File: config.mk
export PLATFORM = sky130hd
export DESIGN_NAME = lzc_stream
export DESIGN_NICKNAME = d
export VERILOG_FILES = /design/src/rtl/lzc_stream.sv
export SDC_FILE = /design/constraint.sdc
export NUM_CORES = 1
export LEC_CHECK = 0
export ABC_AREA = 1
export CAP_MARGIN = 10
export CORE_MARGIN = 2
export CORE_UTILIZATION = 40
export DETAILED_ROUTE_END_ITERATION = 10
export SYNTH_ARGS = -nofsm -noshare
export SYNTH_HDL_FRONTEND = slang
export SYNTH_SLANG_ARGS = --single-unit
export TNS_END_PERCENT = 50
File: constraint.sdc
create_clock -name clk -period 1.9 [get_ports clk]
set_input_delay 0.475 -clock clk [delete_from_list [all_inputs] [get_ports clk]]
set_output_delay 0.475 -clock clk [all_outputs]
set_load 0.01 [all_outputs]
File: src/rtl/lzc_stream.sv
// Elastic, pipelined leading/trailing zero/one counter with a normalised operand output.
// The zero-search tree is split across STAGES registers; the last register is the output stage.
module lzc_stream #(
   parameter int WIDTH  = 16,
   parameter int STAGES = 2,
   parameter int CW     = $clog2(WIDTH + 1)
) (
   input  logic             clk,
   input  logic             rst,
   input  logic             in_valid,
   output logic             in_ready,
   input  logic [WIDTH-1:0] in_data,
   input  logic [1:0]       in_mode,
   output logic             out_valid,
   input  logic             out_ready,
   output logic [CW-1:0]    out_cnt,
   output logic             out_zero,
   output logic [WIDTH-1:0] out_norm,
   output logic [1:0]       out_mode
);

   localparam int LEVELS = $clog2(WIDTH);
   localparam int WIDTH2 = 1 << LEVELS;
   localparam int LW     = LEVELS;
   localparam int LAST   = STAGES - 1;
   localparam int NI     = (STAGES > 1) ? STAGES - 1 : 1;

   // Node j of a level covers bits [j*2^k +: 2^k]; v = a one exists, c = zeros above it.
   typedef struct packed {
      logic [WIDTH2-1:0]         v;
      logic [WIDTH2-1:0][LW-1:0] c;
   } tree_t;

   function automatic int seg_of(input int lvl);
      return (lvl * STAGES) / LEVELS;
   endfunction

   function automatic tree_t tree_level(input tree_t t, input int k);
      tree_t r;
      r = '0;
      for (int j = 0; j < WIDTH2 / 2; j++) begin
         if (j < (WIDTH2 >> (k + 1))) begin
            r.v[j] = t.v[2*j+1] | t.v[2*j];
            r.c[j] = t.v[2*j+1] ? t.c[2*j+1] : (t.c[2*j] | LW'(1 << k));
         end
      end
      return r;
   endfunction

   logic [WIDTH-1:0]  w_rev;
   logic [WIDTH-1:0]  w_xf;
   logic [WIDTH2-1:0] w_pad;
   logic              w_pre_zero;
   tree_t             w_pre;

   tree_t             r_tree [NI];
   logic [WIDTH-1:0]  r_data [NI];
   logic [1:0]        r_mode [NI];
   logic              r_zero [NI];
   logic [STAGES-1:0] r_vld;

   tree_t             w_sout [STAGES];
   logic [WIDTH-1:0]  w_din  [STAGES];
   logic [1:0]        w_min  [STAGES];
   logic              w_zin  [STAGES];
   logic [STAGES-1:0] w_vin;
   logic [STAGES-1:0] w_load;

   logic [CW-1:0]     w_cnt;
   logic [WIDTH-1:0]  w_norm;
   logic [CW-1:0]     r_out_cnt;
   logic              r_out_zero;
   logic [WIDTH-1:0]  r_out_norm;
   logic [1:0]        r_out_mode;
   logic              w_unused;

   // Mode pre-transform: the tree always looks for the first 1 from the MSB.
   // Padding LSBs with 1s caps the count at WIDTH for non-power-of-two widths.
   always_comb begin
      w_rev = '0;
      for (int i = 0; i < WIDTH; i++) w_rev[i] = in_data[WIDTH-1-i];
      w_xf = in_mode[1] ? w_rev : in_data;
      if (in_mode[0]) w_xf = ~w_xf;
      w_pre_zero = ~|w_xf;
      w_pad = '1;
      w_pad[WIDTH2-1 -: WIDTH] = w_xf;
      w_pre = '0;
      w_pre.v = w_pad;
   end

   always_comb begin
      for (int s = 0; s < STAGES; s++) begin
         w_vin[s] = (s == 0) ? in_valid   : r_vld[(s > 0) ? s - 1 : 0];
         w_din[s] = (s == 0) ? in_data    : r_data[(s > 0) ? s - 1 : 0];
         w_min[s] = (s == 0) ? in_mode    : r_mode[(s > 0) ? s - 1 : 0];
         w_zin[s] = (s == 0) ? w_pre_zero : r_zero[(s > 0) ? s - 1 : 0];
         w_sout[s] = (s == 0) ? w_pre : r_tree[(s > 0) ? s - 1 : 0];
         for (int l = 0; l < LEVELS; l++) begin
            if (seg_of(l) == s) w_sout[s] = tree_level(w_sout[s], l);
         end
      end
   end

   // A stage loads when empty or when the stage after it loads or drains.
   always_comb begin
      w_load = '0;
      w_load[LAST] = !r_vld[LAST] || out_ready;
      for (int s = STAGES - 2; s >= 0; s--) w_load[s] = !r_vld[s] || w_load[s+1];
   end

   assign in_ready = w_load[0];

   always_ff @(posedge clk) begin
      if (rst) begin
         r_vld <= '0;
      end else begin
         for (int s = 0; s < STAGES; s++) begin
            if (w_load[s]) r_vld[s] <= w_vin[s];
         end
      end
   end

   // ---- intermediate stages ----
   always_ff @(posedge clk) begin
      for (int s = 0; s < STAGES - 1; s++) begin
         if (w_load[s]) begin
            r_tree[s] <= w_sout[s];
            r_data[s] <= w_din[s];
            r_mode[s] <= w_min[s];
            r_zero[s] <= w_zin[s];
         end
      end
   end

   always_comb begin
      w_cnt  = w_zin[LAST] ? CW'(WIDTH) : CW'(w_sout[LAST].c[0]);
      w_norm = '0;
      if (!w_zin[LAST]) w_norm = w_min[LAST][1] ? (w_din[LAST] >> w_cnt) : (w_din[LAST] << w_cnt);
   end

   // ---- output stage ----
   always_ff @(posedge clk) begin
      if (rst) begin
         r_out_cnt  <= '0;
         r_out_zero <= 1'b0;
         r_out_norm <= '0;
         r_out_mode <= '0;
      end else if (w_load[LAST] && w_vin[LAST]) begin
         r_out_cnt  <= w_cnt;
         r_out_zero <= w_zin[LAST];
         r_out_norm <= w_norm;
         r_out_mode <= w_min[LAST];
      end
   end

   always_comb begin
      w_unused = ^w_sout[LAST];
      for (int s = 0; s < STAGES - 1; s++) w_unused = w_unused ^ (^r_tree[s]);
   end

   assign out_valid = r_vld[LAST];
   assign out_cnt   = r_out_cnt;
   assign out_zero  = r_out_zero;
   assign out_norm  = r_out_norm;
   assign out_mode  = r_out_mode;

endmodule

======== After elaboration in Yosys (flattened, before gate mapping) ========
Memories as Yosys holds them, arrays and structs flattened.
Index checks and enable logic that the tools add are counted.
storage, ports and cells
  bits in registers ....................... 26
  bits in latches ......................... 0
  memory bits (writable) .................. 31
  memory bits (read-only) ................. 0
  input bits .............................. 22
  output and inout port bits .............. 26
  word-level logic and storage cells ...... 55
  memories kept ........................... 4
operators by class
  add/subtract/negate cells ............... 0
  multiply operators ...................... 0
  div/mod/pow operators ................... 0
  $lt $le $gt $ge ......................... 0
  equality and inequality tests ........... 0
  shifts and indexed selects .............. 2
  mux-type cells .......................... 22
  bitwise gates (word level) .............. 14
  reductions and logical operators ........ 7
memories
  name    depth  bits a word  rd ports  clocked after Yosys merged registers in  wr ports  RTL line  source
  r_data  1      16           1         0                                        1         57        logic [WIDTH-1:0] r_data [NI];
  r_tree  1      12           1         0                                        1         56        tree_t r_tree [NI];
  r_mode  1      2            1         0                                        1         58        logic [1:0] r_mode [NI];
  r_zero  1      1            1         0                                        1         59        logic r_zero [NI];
operators with widths
  operator           number
  $mux 16            4
  $not 16->16        1
  $reduce_or 16->1   1
  $shl 16x5->16      1
  $shr 16x5->16      1
  $or 1x1->1         13
  $mux 1             10
  $mux 2             4
  $mux 4             2
  $mux 5             1
  $logic_not 1->1    3
  $mux 3             1
  $logic_or 1x1->1   2
  $logic_and 1x1->1  1

======== Longest topological paths before layout ========
Gate-level depths: netlist (run 1).
An unclocked memory read counts as a cell.
  depth in word-level cells ............... 7
  depth in mapped cells ................... 16
  depth with buffers taken out ............ 15

======== Worst setup path after synthesis (run 1) ========
No wires, ideal clock.
  path type ............................... in2reg
  start ................................... input port out_ready
  end ..................................... memory r_data[0][0], enable pin
  setup time .............................. 578 ps
  arrival time ............................ 1,304 ps
  required time ........................... 1,322 ps
  setup slack ............................. 18 ps
  stages .................................. 2
  buffers on the path ..................... 0
  cell sequence ........................... inv_1 nand3_1
on the way
  longest elaborated chain between the ends .. 4
RTL lines
  element                       RTL line  source
  start, declared               15        input logic out_ready,
  $logic_or 1x1->1              107       w_load[LAST] = !r_vld[LAST] || out_ready;
  $logic_or 1x1->1              108       for (int s = STAGES - 2; s >= 0; s--) w_load[s] = !r_vld[s] || w_load[s+1];
  net in_ready                  11        output logic in_ready,
  $mux 1                        126       if (w_load[s]) begin
  $mux 1 (implied by the code)  128       r_data[s] <= w_din[s];
  end, declared                 57
The timed path passes the listed nets, and every way through them passes these cells.

======== Final worst setup path (run 1) ========
  start ................................... memory r_tree[0][11] (netlist name)
  end ..................................... register r_out_norm[7], in the netlist out_norm[7]
on the way
  longest elaborated chain between the ends .. 7
RTL lines
  element                                                RTL line  source
  start, declared                                        56
  $mem_v2 1x12 *                                         -
  $mux 4 / $or 1x1->1 (equally long branches)            44, 43
  $mux 4 *                                               44        r.c[j] = t.v[2*j+1] ? t.c[2*j+1] : (t.c[2*j] | LW'(1 << k));
  $mux 5 *                                               136       w_cnt = w_zin[LAST] ? CW'(WIDTH) : CW'(w_sout[LAST].c[0]);
  $shl 16x5->16 / $shr 16x5->16 (equally long branches)  138       if (!w_zin[LAST]) w_norm = w_min[LAST][1] ? (w_din[LAST] >> w_cnt) : (w_din[LAST] << w_cnt);
  $mux 16 * (2 in a row)                                 138
  end signal, assigned                                   151       r_out_norm <= w_norm;
  end, declared                                          73        logic [WIDTH-1:0] r_out_norm;
Every way passes the cells marked *; elsewhere a longest branch is shown, timed or not.
A chain may end at the register's enable or synchronous reset.

==> impl_summary.md, run 1 <==
Power and ir drop
The total design power is 4.15 mW. IR analysis of the VDD net gives a maximum drop of ~0.37 mV. The power density over cell area is slightly above 700 nW/µm². The analysis attributes to cell leakage a power of ~2.5 nW.

Worst setup path
The critical path goes through buf_6, nand2_1, nand2_1, nand2_2, nand2_4, nand2_8, buf_16, nand2_4, nand3_2, nand3_1, nand3_1, nand2_1, nand3_1, a21oi_2. The critical setup path kind is flip-flop to flip-flop. For the worst setup path, the data required time is 2.11 ns. The worst setup path is captured at a flip-flop. Grouping stages by cell kind, the critical path spends the most delay in simple AND/OR/NAND/NOR gates. The largest individual stage delay along the critical path comes from the cell sky130_fd_sc_hd__edfxtp_1.

Data arrives at the worst endpoint at 2.11 ns. Together, buffers and inverters on the worst path number 2. The setup slack on the worst flop-to-flop path is 0.0007 ns. The worst setup path is launched from a flip-flop.

In this design, the stage delay of the slowest critical-path cell is ~0.48 ns. In this run the worst path has a maximum fanout of 5.

Job
Across the run, the number of max-cap violations was 0.

Final layout
Leaving out fill and tap cells, the most frequent cell in the layout is sky130_fd_sc_hd__nand2_1. The area growth from synthesis to layout is 48.6%. The count of nets after finishing is about 650. Of the cells placed in the final design, the portion with a size suffix greater than 1 is 0.355.

The number of antenna diodes is 0. Summing all non-filler instances in the final layout gives an area of 5710 µm². In the layout the commonest cells are 105 x sky130_fd_sc_hd__nand2_1, 87 x sky130_fd_sc_hd__nand3_1, 78 x sky130_fd_sc_hd__nand3_2, 46 x sky130_fd_sc_hd__buf_4, 43 x sky130_fd_sc_hd__inv_1. Excluding fillers, the count of instances in the completed layout stands at 760. At the end of the flow the core is filled with cells to 0.615.

Synthesis
Measured against the total synthesized area, the mux share comes to 0.00781. The most frequently used flop master after synthesis is sky130_fd_sc_hd__edfxtp_1. A synthesized cell averages a little over 7 µm². The portion of the post-synthesis area used by sequential elements is 0.364.

The post-synthesis sequential element count is 55. For this run, the number of Yosys warnings is 0. After synthesis, the largest family of logic cells by area is simple AND/OR/NAND/NOR gates. In the synthesized netlist, the number of instances is 540. The compound-gate portion of the synthesized area is 0.0879.

The netlist area before placement is approximately 3800 µm². After synthesis, the netlist uses 31 different library cells. Of the total synthesized cell area, the portion taken by full adders, half adders and majority gates is 0. In this run, synthesis inferred 30 flip-flops with an integrated enable. The area share of and/or/nand/nor cells after synthesis is 0.420.

The number of nets produced by synthesis is ~560. The share of flip-flops with an asynchronous set or reset after synthesis is 0. The fraction of synthesized cell area in xor and xnor cells is 0.0205.

Place
Prior to clock tree synthesis, the placed netlist has a worst setup slack of -0.413 ns. Port buffering added 47 buffers. The post-placement cell area is ~4800 µm². The routability congestion estimate from global placement is 0.910. Detailed placement finished with a half-perimeter wire length of ~8.5 mm.

Once placement completed, the tool counted placed cells totaling roughly 740.

Timing
The upper clock frequency limit is 527 MHz. Setup repair after global routing could not meet its margin everywhere. For the pin with the worst max-slew slack, the measured transition is 0.374 ns. The final hold violation count is 0. The final clock period utilization by the worst path is 1.00. Hold timing on the final database bottoms out at a slack of 0.470 ns.

The worst max-slew margin expressed relative to the limit is 0.751. Between clock sinks in the finished design, the worst skew comes to 0.0110 ns. The number of pins exceeding their max-slew limit in the final report is 0.

Setup slack closes at approximately 0.0007 ns. The final setup violation count is 0. The minimum period implied by the final worst setup slack is about 1.9 ns. In the final timing run, aggregate negative setup slack is 0 ns.

GRT
The first global-routing pass estimated about 18 mm of wire. The number of antenna violations at the first check in global routing is 0. Entering global routing, the biggest net connects 32 pins. Summed over all layers, the global routing overflow is 0.

For this run, the total global-route usage over all layers was measured as 0.220. The via count of the first global-routing pass came to 3880.

CTS
The H-tree was split into 2 levels. TritonCTS built the clock tree. The number of sinks on the clock net is 55.

After clock tree synthesis, the flow added hold-fix buffers numbering 0. Clock tree synthesis inserted a total of 5 buffers. The cell sitting at the root of the clock tree is a sky130_fd_sc_hd__clkbuf_8. The clock transition time at the flip-flop clock pins of the worst setup and hold paths is ~0.11 ns. The latest clock arrival within the worst-skew pair is approximately 0.32 ns. The clock passes through at most 2 buffers.

Route
The average wire per standard cell is around 16 µm. After detailed routing, the number of remaining DRC violations is 0. The final layout contains routed wiring with a total length of approximately 12 mm. The first detailed-routing pass took 5 iterations.

In this run the remaining antenna-violating nets after routing total 0. Using the TritonRoute via totals, the vias-per-cell ratio works out to between 5 and 6. The detailed router placed roughly 4100 vias in this run.

For this block, the initial DRC count from the detailed router was approximately 270.

Floorplanning
The height of the die is between 100 and 150 µm. The core box area is just over 9000 µm². During I/O placement, the number of pins put on the boundary was 48. The die is between 100 and 150 µm wide. The floorplan has 35 rows. The starting density of the core is 0.414.

The die covers around 10000 µm².

Min path
The worst hold path class is flip-flop to flip-flop.

Run status
The run finished with clean final reports.
sequential cells by signal (all words and copies together), names as in the netlist:
name      cells
out_mode      2
r_mode        2
r_data       16
out_norm     16
out_cnt       5
r_vld         2
r_tree       11
r_zero        1
cell type report:
type	count	area (µm²)
fill	852	3570
sequential	55	1400
multi-input combinational	403	2710
inverter	53	215
timing repair inverter	1	7.51
timing repair buffer	111	1130
tap	129	161
clock buffer	5	68.8
clock inverter	3	22.5
final timing paths:
check	startpoint	cells after the start	endpoint
worst min register to register	out_norm[8]	2	out_norm[8]
worst min-delay path	out_norm[8]	2	out_norm[8]
worst max-delay path	r_tree[0][11]	14	out_norm[7]
worst max register to register	r_tree[0][11]	14	out_norm[7]
worst register-to-register path, delay by kind of cell (launching register included):
kind / cells / cell delay, ns
AO/OA/AOI/OAI: 1 / 0.06
flip-flops: 1 / 0.48
buffers and inverters: 2 / 0.32
AND/OR/NAND/NOR: 11 / 0.92
cells in the mapped netlist, types with 3 or more instances:
master | n | area (µm²)
sky130_fd_sc_hd__o21ai_0 | 20 | 100
sky130_fd_sc_hd__a21oi_1 | 37 | 185
sky130_fd_sc_hd__mux2i_1 | 3 | 30.0
sky130_fd_sc_hd__nand3_1 | 164 | 821
sky130_fd_sc_hd__dfxtp_1 | 25 | 500
sky130_fd_sc_hd__nand2_1 | 116 | 435
sky130_fd_sc_hd__inv_1 | 44 | 165
sky130_fd_sc_hd__or2_2 | 4 | 25.0
sky130_fd_sc_hd__nor2_1 | 13 | 48.8
sky130_fd_sc_hd__buf_6 | 3 | 33.8
sky130_fd_sc_hd__buf_4 | 7 | 52.6
sky130_fd_sc_hd__nand2_4 | 12 | 135
sky130_fd_sc_hd__clkbuf_1 | 11 | 41.3
sky130_fd_sc_hd__inv_2 | 6 | 22.5
sky130_fd_sc_hd__nand3_2 | 7 | 70.1
sky130_fd_sc_hd__nand2_2 | 8 | 50.1
sky130_fd_sc_hd__edfxtp_1 | 30 | 901
sky130_fd_sc_hd__xor2_1 | 9 | 78.8
sky130_fd_sc_hd__buf_2 | 6 | 30.0
power by group:
group	leakage, nW	switching, mW	internal, mW
sequential	0.522	0.0453	1.36
combinational	1.96	1.20	0.873
clock	0.0489	0.409	0.268
layer usage:
| layer | global-route usage | share of wire | vias up |
|---|---|---|---|
| li1 | - | - | 2010 |
| met1 | 0.278 | 0.43 | 1990 |
| met2 | 0.385 | 0.51 | 115 |
| met3 | 0.0287 | 0.042 | 19 |
| met4 | 0.0810 | 0.020 | 0 |
| met5 | 0 | 0 | - |
timing repair:
item / in CTS / in global routing
buffers inserted: 2 / 4
setup endpoints to repair: 12 / 20
gates cloned: 2 / 3
hold endpoints to repair: 0 / 0
pin swaps: 7 / 31
resized for setup: 25 / 134
logic make-up after synthesis:
group                     count (synthesis)
AOI/OAI and AO/OA                        63
xor gates and xnor gates                  9
buffers and inverters                    82
DFF                                      55
muxes                                     3
and+or+nand+nor                         328
No activity file was read; power rests on OpenSTA's default activity.
==> run 2, diff against run 1 <==
Settings changed: TNS_END_PERCENT 50 to 20.
==> run 2 against run 1 <==
The run now ends with setup timing left. Combinational power is 3% higher. Fmax is 2.6% lower. Critical path depth stayed put. Register-to-register slack worse by 0.05 ns. Worst setup slack worse by 0.051 ns. Clock power hardly changed. Hold slack worse by 0.0011 ns. Final area is 2.3% higher. Sequential power hardly changed. Sequential share of layout area is 0.55 points lower. Critical endpoint is now out_norm[4]. Largest power group unchanged. Highest routed layer unchanged.
==> impl_summary.md, run 2 (synthesis results as in run 1) <==
GRT
The total routing resource utilization after global routing was 0.216 (was 0.220). The global-route congestion overflow total came to 0 (unchanged). The wire length of the first global-routing pass is 17.9 mm (was 18.2 mm). The number of antenna violations at the first check in global routing was 0 (unchanged). The via count of the first global-routing pass is 3836 (was 3880). The maximum number of pins on one net before global-route repair is 32 (unchanged).

Run status
The final reports fail on setup timing. Status: finished, violations left (was finished, final reports clean).

Route
The number of remaining DRC errors is 0 (unchanged). The via count is 4167 (was 4134). The number of nets with antenna violations after detailed routing is 0 (unchanged). The first-pass iteration count of the detailed router is 5 (unchanged). The DRC marker count from the first detailed-route iteration was 254 (was 268).

The sum of routed wire length over all layers was 11.8 mm (about the same). The number of vias per cell after detailed routing is 5.48 (was 5.44). The average wire per standard cell is 15.6 µm (was 15.5 µm).

Power and ir drop
The leakage component of the power was 2.54 nW (was 2.53 nW). The power share of the sequential group was 0.332 (was 0.338). The worst voltage drop across the vdd grid is 0.365 mV (was 0.366 mV). The combinational cell fraction of total power is 0.507 (was 0.499). The switching share of power came to 0.404 (was 0.398).

The clock share of power was 0.160 (was 0.163). The power density over cell area is 722 nW/µm² (was 726 nW/µm²). The total design power came to 4.22 mW (was 4.15 mW). The internal power is 2.51 mW (was 2.50 mW). The net switching power is 1.71 mW (was 1.65 mW).

Timing
The final hold violation count came to 0 (unchanged). The smallest setup slack after layout is -0.0502 ns (was 0.000709 ns). The worst hold margin was 0.469 ns (was 0.470 ns). The final setup violation count was 12 (was 0). The upper clock frequency limit is 513 MHz (was 527 MHz). The clock skew after layout is 0.0127 ns (was 0.0110 ns). The aggregate negative setup slack is -0.284 ns (was 0 ns). The number of pins exceeding their max-slew limit in the final report is 0 (unchanged). Unrepaired setup endpoints after global routing: yes (unchanged). The minimum period implied by the final worst setup slack was 1.95 ns (was 1.90 ns). The worst max-slew margin expressed relative to the limit was 0.746 (was 0.751). The worst-margin pin slew is 0.382 ns (was 0.374 ns). The final clock period utilization by the worst path is 1.03 (was 1.00).

Worst setup path
The highest net fanout along the worst path is 6 (was 5). The critical path's top delay family is simple AND/OR/NAND/NOR gates (unchanged). The startpoint class of the critical path is a flip-flop (unchanged). The slowest library cell on the worst path was sky130_fd_sc_hd__edfxtp_1 (unchanged). The arrival time reported for the critical path endpoint is 2.21 ns (was 2.11 ns). The depth of the worst register-to-register path was 14 (unchanged). The cell occurring most often along the worst timing path is sky130_fd_sc_hd__nand2_2.

The peak per-stage delay on the critical path is 0.48 ns (about the same). The critical path depth came to 14 (unchanged). Cells along the critical path: inv_1, nand2_1, nand2_2, nand2_2, nand2_4, nand2_8, clkbuf_16, nand2_8, nand3_4, nand2_4, nand2_2, a21oi_2, nand3_2, a21oi_2 (was buf_6, nand2_1, nand2_1, nand2_2, nand2_4, nand2_8, buf_16, nand2_4, nand3_2, nand3_1, nand3_1, nand2_1, nand3_1, a21oi_2).

The buffer and inverter count on the worst path was 2 (unchanged). The kind of capture point of the worst setup path is a flip-flop (unchanged). The required time at the endpoint of the critical path is 2.16 ns (was 2.11 ns). The critical setup path kind is flip-flop to flip-flop (unchanged).

CTS
The latest clock arrival within the worst-skew pair is 0.32 ns (about the same). The number of clock buffers inserted by TritonCTS came to 5 (unchanged). The clock transition time at the flip-flop clock pins of the worst setup and hold paths came to 0.11 ns (about the same). The clock tree from TritonCTS is built (unchanged).

The deepest clock path buffer count is 2 (unchanged). The number of sinks on the clock net is 55 (unchanged). The clock root buffer master is sky130_fd_sc_hd__clkbuf_8 (unchanged). The number of H-tree levels was 2 (unchanged). The number of hold buffers added after CTS was 0 (unchanged).

Place
The number of instances in the placed design is 742 (unchanged). The port buffer count is 47 (unchanged). The worst slack at placement was -0.413 ns (unchanged).

The detailed-placement wirelength estimate came to 8.50 mm (unchanged). The post-placement cell area is 4800 µm² (unchanged). The routability congestion estimate from global placement is 0.910 (unchanged).

Final layout
The post-layout utilization of the core is 0.630 (was 0.615). The most common cell after layout, fill and taps aside is sky130_fd_sc_hd__nand2_1 (unchanged). The count of nets after finishing is 652 (unchanged). The area growth from synthesis to layout is 52.0% (was 48.6%).

The number of antenna diodes is 0 (unchanged). The layout cell share with drive strength beyond 1 is 0.385 (was 0.355). The post-layout instance area was 5850 µm² (was 5710 µm²).

The non-filler instance count after layout is 760 (unchanged). Most used cells in the layout excluding fill and tap cells: 100 x sky130_fd_sc_hd__nand2_1, 84 x sky130_fd_sc_hd__nand3_2, 70 x sky130_fd_sc_hd__nand3_1, 48 x sky130_fd_sc_hd__buf_4 (was 105 x sky130_fd_sc_hd__nand2_1, 87 x sky130_fd_sc_hd__nand3_1, 78 x sky130_fd_sc_hd__nand3_2, 46 x sky130_fd_sc_hd__buf_4, 43 x sky130_fd_sc_hd__inv_1).

Floorplanning
The starting density of the core was 0.414 (unchanged). The overall die area is 10400 µm² (unchanged). The horizontal extent of the die is 102 µm (unchanged). The height of the die was 102 µm (unchanged). The site row count is 35 (unchanged).

The top-level I/O count came to 48 (unchanged). The core box area is 9280 µm² (unchanged).

Min path
The worst hold path class is flip-flop to flip-flop (unchanged). The instance count along the most critical hold path is 2 (unchanged).

Job
The max-capacitance violation count is 0 (unchanged).
## run 2: routing by layer
layer,routed length [µm],vias to the layer above,share of wire,GRT usage
met5,0,-,0,0
met2,6070,126,0.51,0.383
met4,274,0,0.023,0.0687
met1,5040,2004,0.43,0.274
li1,-,2011,-,-
met3,448,26,0.038,0.0280
## run 2: tightest hold or removal path, cell delays in order (launching register included)
cell and delay, ns:
sky130_fd_sc_hd__dfxtp_1 0.32, sky130_fd_sc_hd__nand2_1 0.06, sky130_fd_sc_hd__a21oi_1 0.05
## run 2: final timing paths
check | end | slack (ns) | from
worst max-delay path | out_norm[4] | -0.05 | r_tree[0][11]
worst min-delay path | out_norm[5] | 0.47 | out_norm[5]
worst max register to register | out_norm[4] | -0.05 | r_tree[0][11]
worst min register to register | out_norm[5] | 0.47 | out_norm[5]
## run 2: repair_timing
item,in CTS,in global routing
setup buffers,0,6
pin swaps,1,50
cloned,1,3
endpoints found under the hold margin,0,0
endpoints found under the setup margin,12,20
resized for setup,5,172
## run 2: power by group through the flow
stage | sequential, mW | clock, mW | combinational [mW]
after floorplan | 1.44 | 0 | 1.01
after global placement | 1.43 | 0 | 1.55
after global routing | 1.41 | 0.728 | 2.31
final | 1.40 | 0.676 | 2.14
after detailed placement | 1.43 | 0 | 1.57
after CTS | 1.40 | 0.686 | 1.58
## run 2: cell type report
type | instances | area [µm²]
timing repair buffer | 111 | 1100
fill | 816 | 3440
inverter | 53 | 213
clock buffer | 5 | 68.8
timing repair inverter | 1 | 7.51
sequential | 55 | 1400
multi-input combinational | 403 | 2880
tap | 129 | 161
clock inverter | 3 | 22.5
==> RTL change, RTL diff (config.mk and constraints of run 1) <==
Set the parameter `WIDTH` to 32 (it was 16).
--- a/src/rtl/lzc_stream.sv
+++ b/src/rtl/lzc_stream.sv
@@ -1,7 +1,7 @@
 // Elastic, pipelined leading/trailing zero/one counter with a normalised operand output.
 // The zero-search tree is split across STAGES registers; the last register is the output stage.
 module lzc_stream #(
-   parameter int WIDTH  = 16,
+   parameter int WIDTH  = 32,
    parameter int STAGES = 2,
    parameter int CW     = $clog2(WIDTH + 1)
 ) (
Ports: changed (resized in_data, out_cnt and out_norm); port bits go from 48 to 81. The function was not compared with the original's and may differ.
==> RTL change against run 1 <==
  * The flow now finishes with violations (setup timing)
  * Area after synthesis increased by 99%
  * Power rose by 120%
  * Wire length rose to 2.6 times the old value
  * Sequential cell count up 37
  * Global-route usage increased by 6.8 points
  * Design area up 110%
  * Die area increased by 94%
  * Utilization rose by 1.1 points
  * Via count up 130%
  * Count of clock-buffer cells in the layout is 7 higher
  * Non-clock buffer count rose by 138
  * Worst setup slack lost 420 ps
  * Cell count rose by 110%
  * Largest cell class unchanged
==> RTL change: results (changes against run 1) <==
Parameter                              Value

Finish
  Post-layout net count    1423 (+120%)
  Nonclk inv count    85 (+57%)
  Synthesis-to-finish area growth    53.33%
  Sequential cell area share    19.98% (-4.5 points)
  Buffering overhead    22.33% (+2.6 points)
  Filler instances    1634 (+92%)
  Multi-input combinational gate total    948 (+140%)
  Count of clock buffers in the final design    12 (+7)
  Clock-cell share of area    2.775% (+1.2 points)
  Ratio of cells with drive above 1 in the final layout    34.24% (-1.3 points)
  Share of the final layout cell area in multi-input gates    49.57% (+2.2 points)

Setup path
  Data arrival time of the worst path    2570 ps (+460 ps)
  Crit. Startpoint    r_tree[0][15]$_DFFE_PP_
  Maximum cell stage delay along the critical path    480 ps (about the same)
  Termination of the worst setup path    out_norm[25]$_SDFFE_PP0P_

CTS
  Buffer type at the clock tree root    clkbuf_16
  Total number of H-tree levels    3 (+1)
  Clock Latency Late Sink    360 ps (+40 ps)
  Number of buffers created by CTS    9 (+4)
  Worst-path clk slew    70 ps (-40 ps)

Logic synthesis
  Dominant cells by area after synthesis    nand3_1 (23%), edfxtp_1 (20%), nand2_1 (17%)
  Post-Synthesis Mean Instance Area    6.351 µm² (-11%)
  Syn nets    1242 (+120%)
  Sequential area share after synthesis    30.63% (-5.8 points)
  Number of flops mapped to enable cells by yosys    50 (+67%)
  Total of flip-flops plus latches after synthesis    92 (+67%)
  Leading cell types by count after synthesis    nand3_1 (354), nand2_1 (341), a21oi_1 (74), inv_1 (74), edfxtp_1 (50)

Run status
  Outcome    finished with violations
  Violated checks    setup timing

Global route
  Met1 layer usage reported by global route    37.16% (+9.4 points)
  Global-route wire length before repair    45180 µm (+150%)
  Maximum number of pins on one net before global-route repair    52 (+63%)
  Via count of the first global-routing pass    8727 (+120%)
  Global Route met3 Usage    4.643% (+1.8 points)
  Met2 track demand over resource in global routing    46.38% (+7.9 points)

STA
  Final setup violating endpoints    33 (+33)
  Worst max-slew margin expressed relative to the limit    58.34% (-17 points)
  Minimum setup slack in the final design    -420.8 ps (-421.5 ps)
  Hold slack final    429.6 ps (-40.56 ps)

Pwr
  Net switching component of the power    0.003871 W (+130%)
  Combinational group share of total power    53.6% (+3.7 points)
  Peak supply drop    0.0005175 V (+41%)
  Clock group total power    0.00195 W (+190%)
  Leak    5.380 nW (+110%)
  Total Power    0.009203 W (+120%)

Placement
  Worst Setup Slack post-DPL    -547.4 ps (-134.3 ps)
  Post-detailed-placement cell area    0.009656 mm² (+100%)
  Cell count after placement    1585 (+110%)
  Count of port buffers added during placement    80 (+70%)

Drt
  Detailed router's first-iteration violation count    1054 (+290%)
  Via Count    9479 (+130%)
  Average vias per placed instance    5.837 (+7.3%)
  Wire length per cell after detailed routing    19.17 µm (+23%)
  Number of search-and-repair iterations in the first detailed-routing pass    6 (+1)

Min path
  Worst min-delay path endpoint    r_data[0][1]$_DFFE_PP_
  Type of the most critical hold path    primary input to flip-flop

Floorplanning
  Row Count    50 (+43%)
## RTL change: worst reg2reg max path, cell delays in order (launching register included)
cell	delay [ps]
edfxtp_1	480
nor2_4	180
nand3_2	110
nand2_4	130
buf_12	160
clkbuf_16	180
nand3_4	120
nand3_1	160
nand2_1	150
nand2_1	100
nand3_1	80
nand3_1	140
nand3_1	90
nand2_1	70
a21oi_1	50
## RTL change: per-layer routing
layer / part of all wire [%] / vias to the layer above
li1: - / 4441
met1: 40 / 4361
met2: 45 / 509
met3: 8.7 / 168
met4: 6.6 / 0
met5: 0 / -
## RTL change: what timing repair did
action                                  CTS  global route
pin swaps                                17            40
setup buffers                             8             1
gates cloned                              8             6
endpoints found under the setup margin   41            52
gates resized for setup                 115           206
## RTL change: kinds of logic (layout without fill, tap and decap cells)
family	after synthesis	count (layout)	share of synthesized area [%]
compound gates	142	142	9.606
mux	3	3	0.3928
flops	92	92	30.63
xor+xnor	22	22	2.520
simple gates	778	781	46.77
buf+inv	167	350	10.08
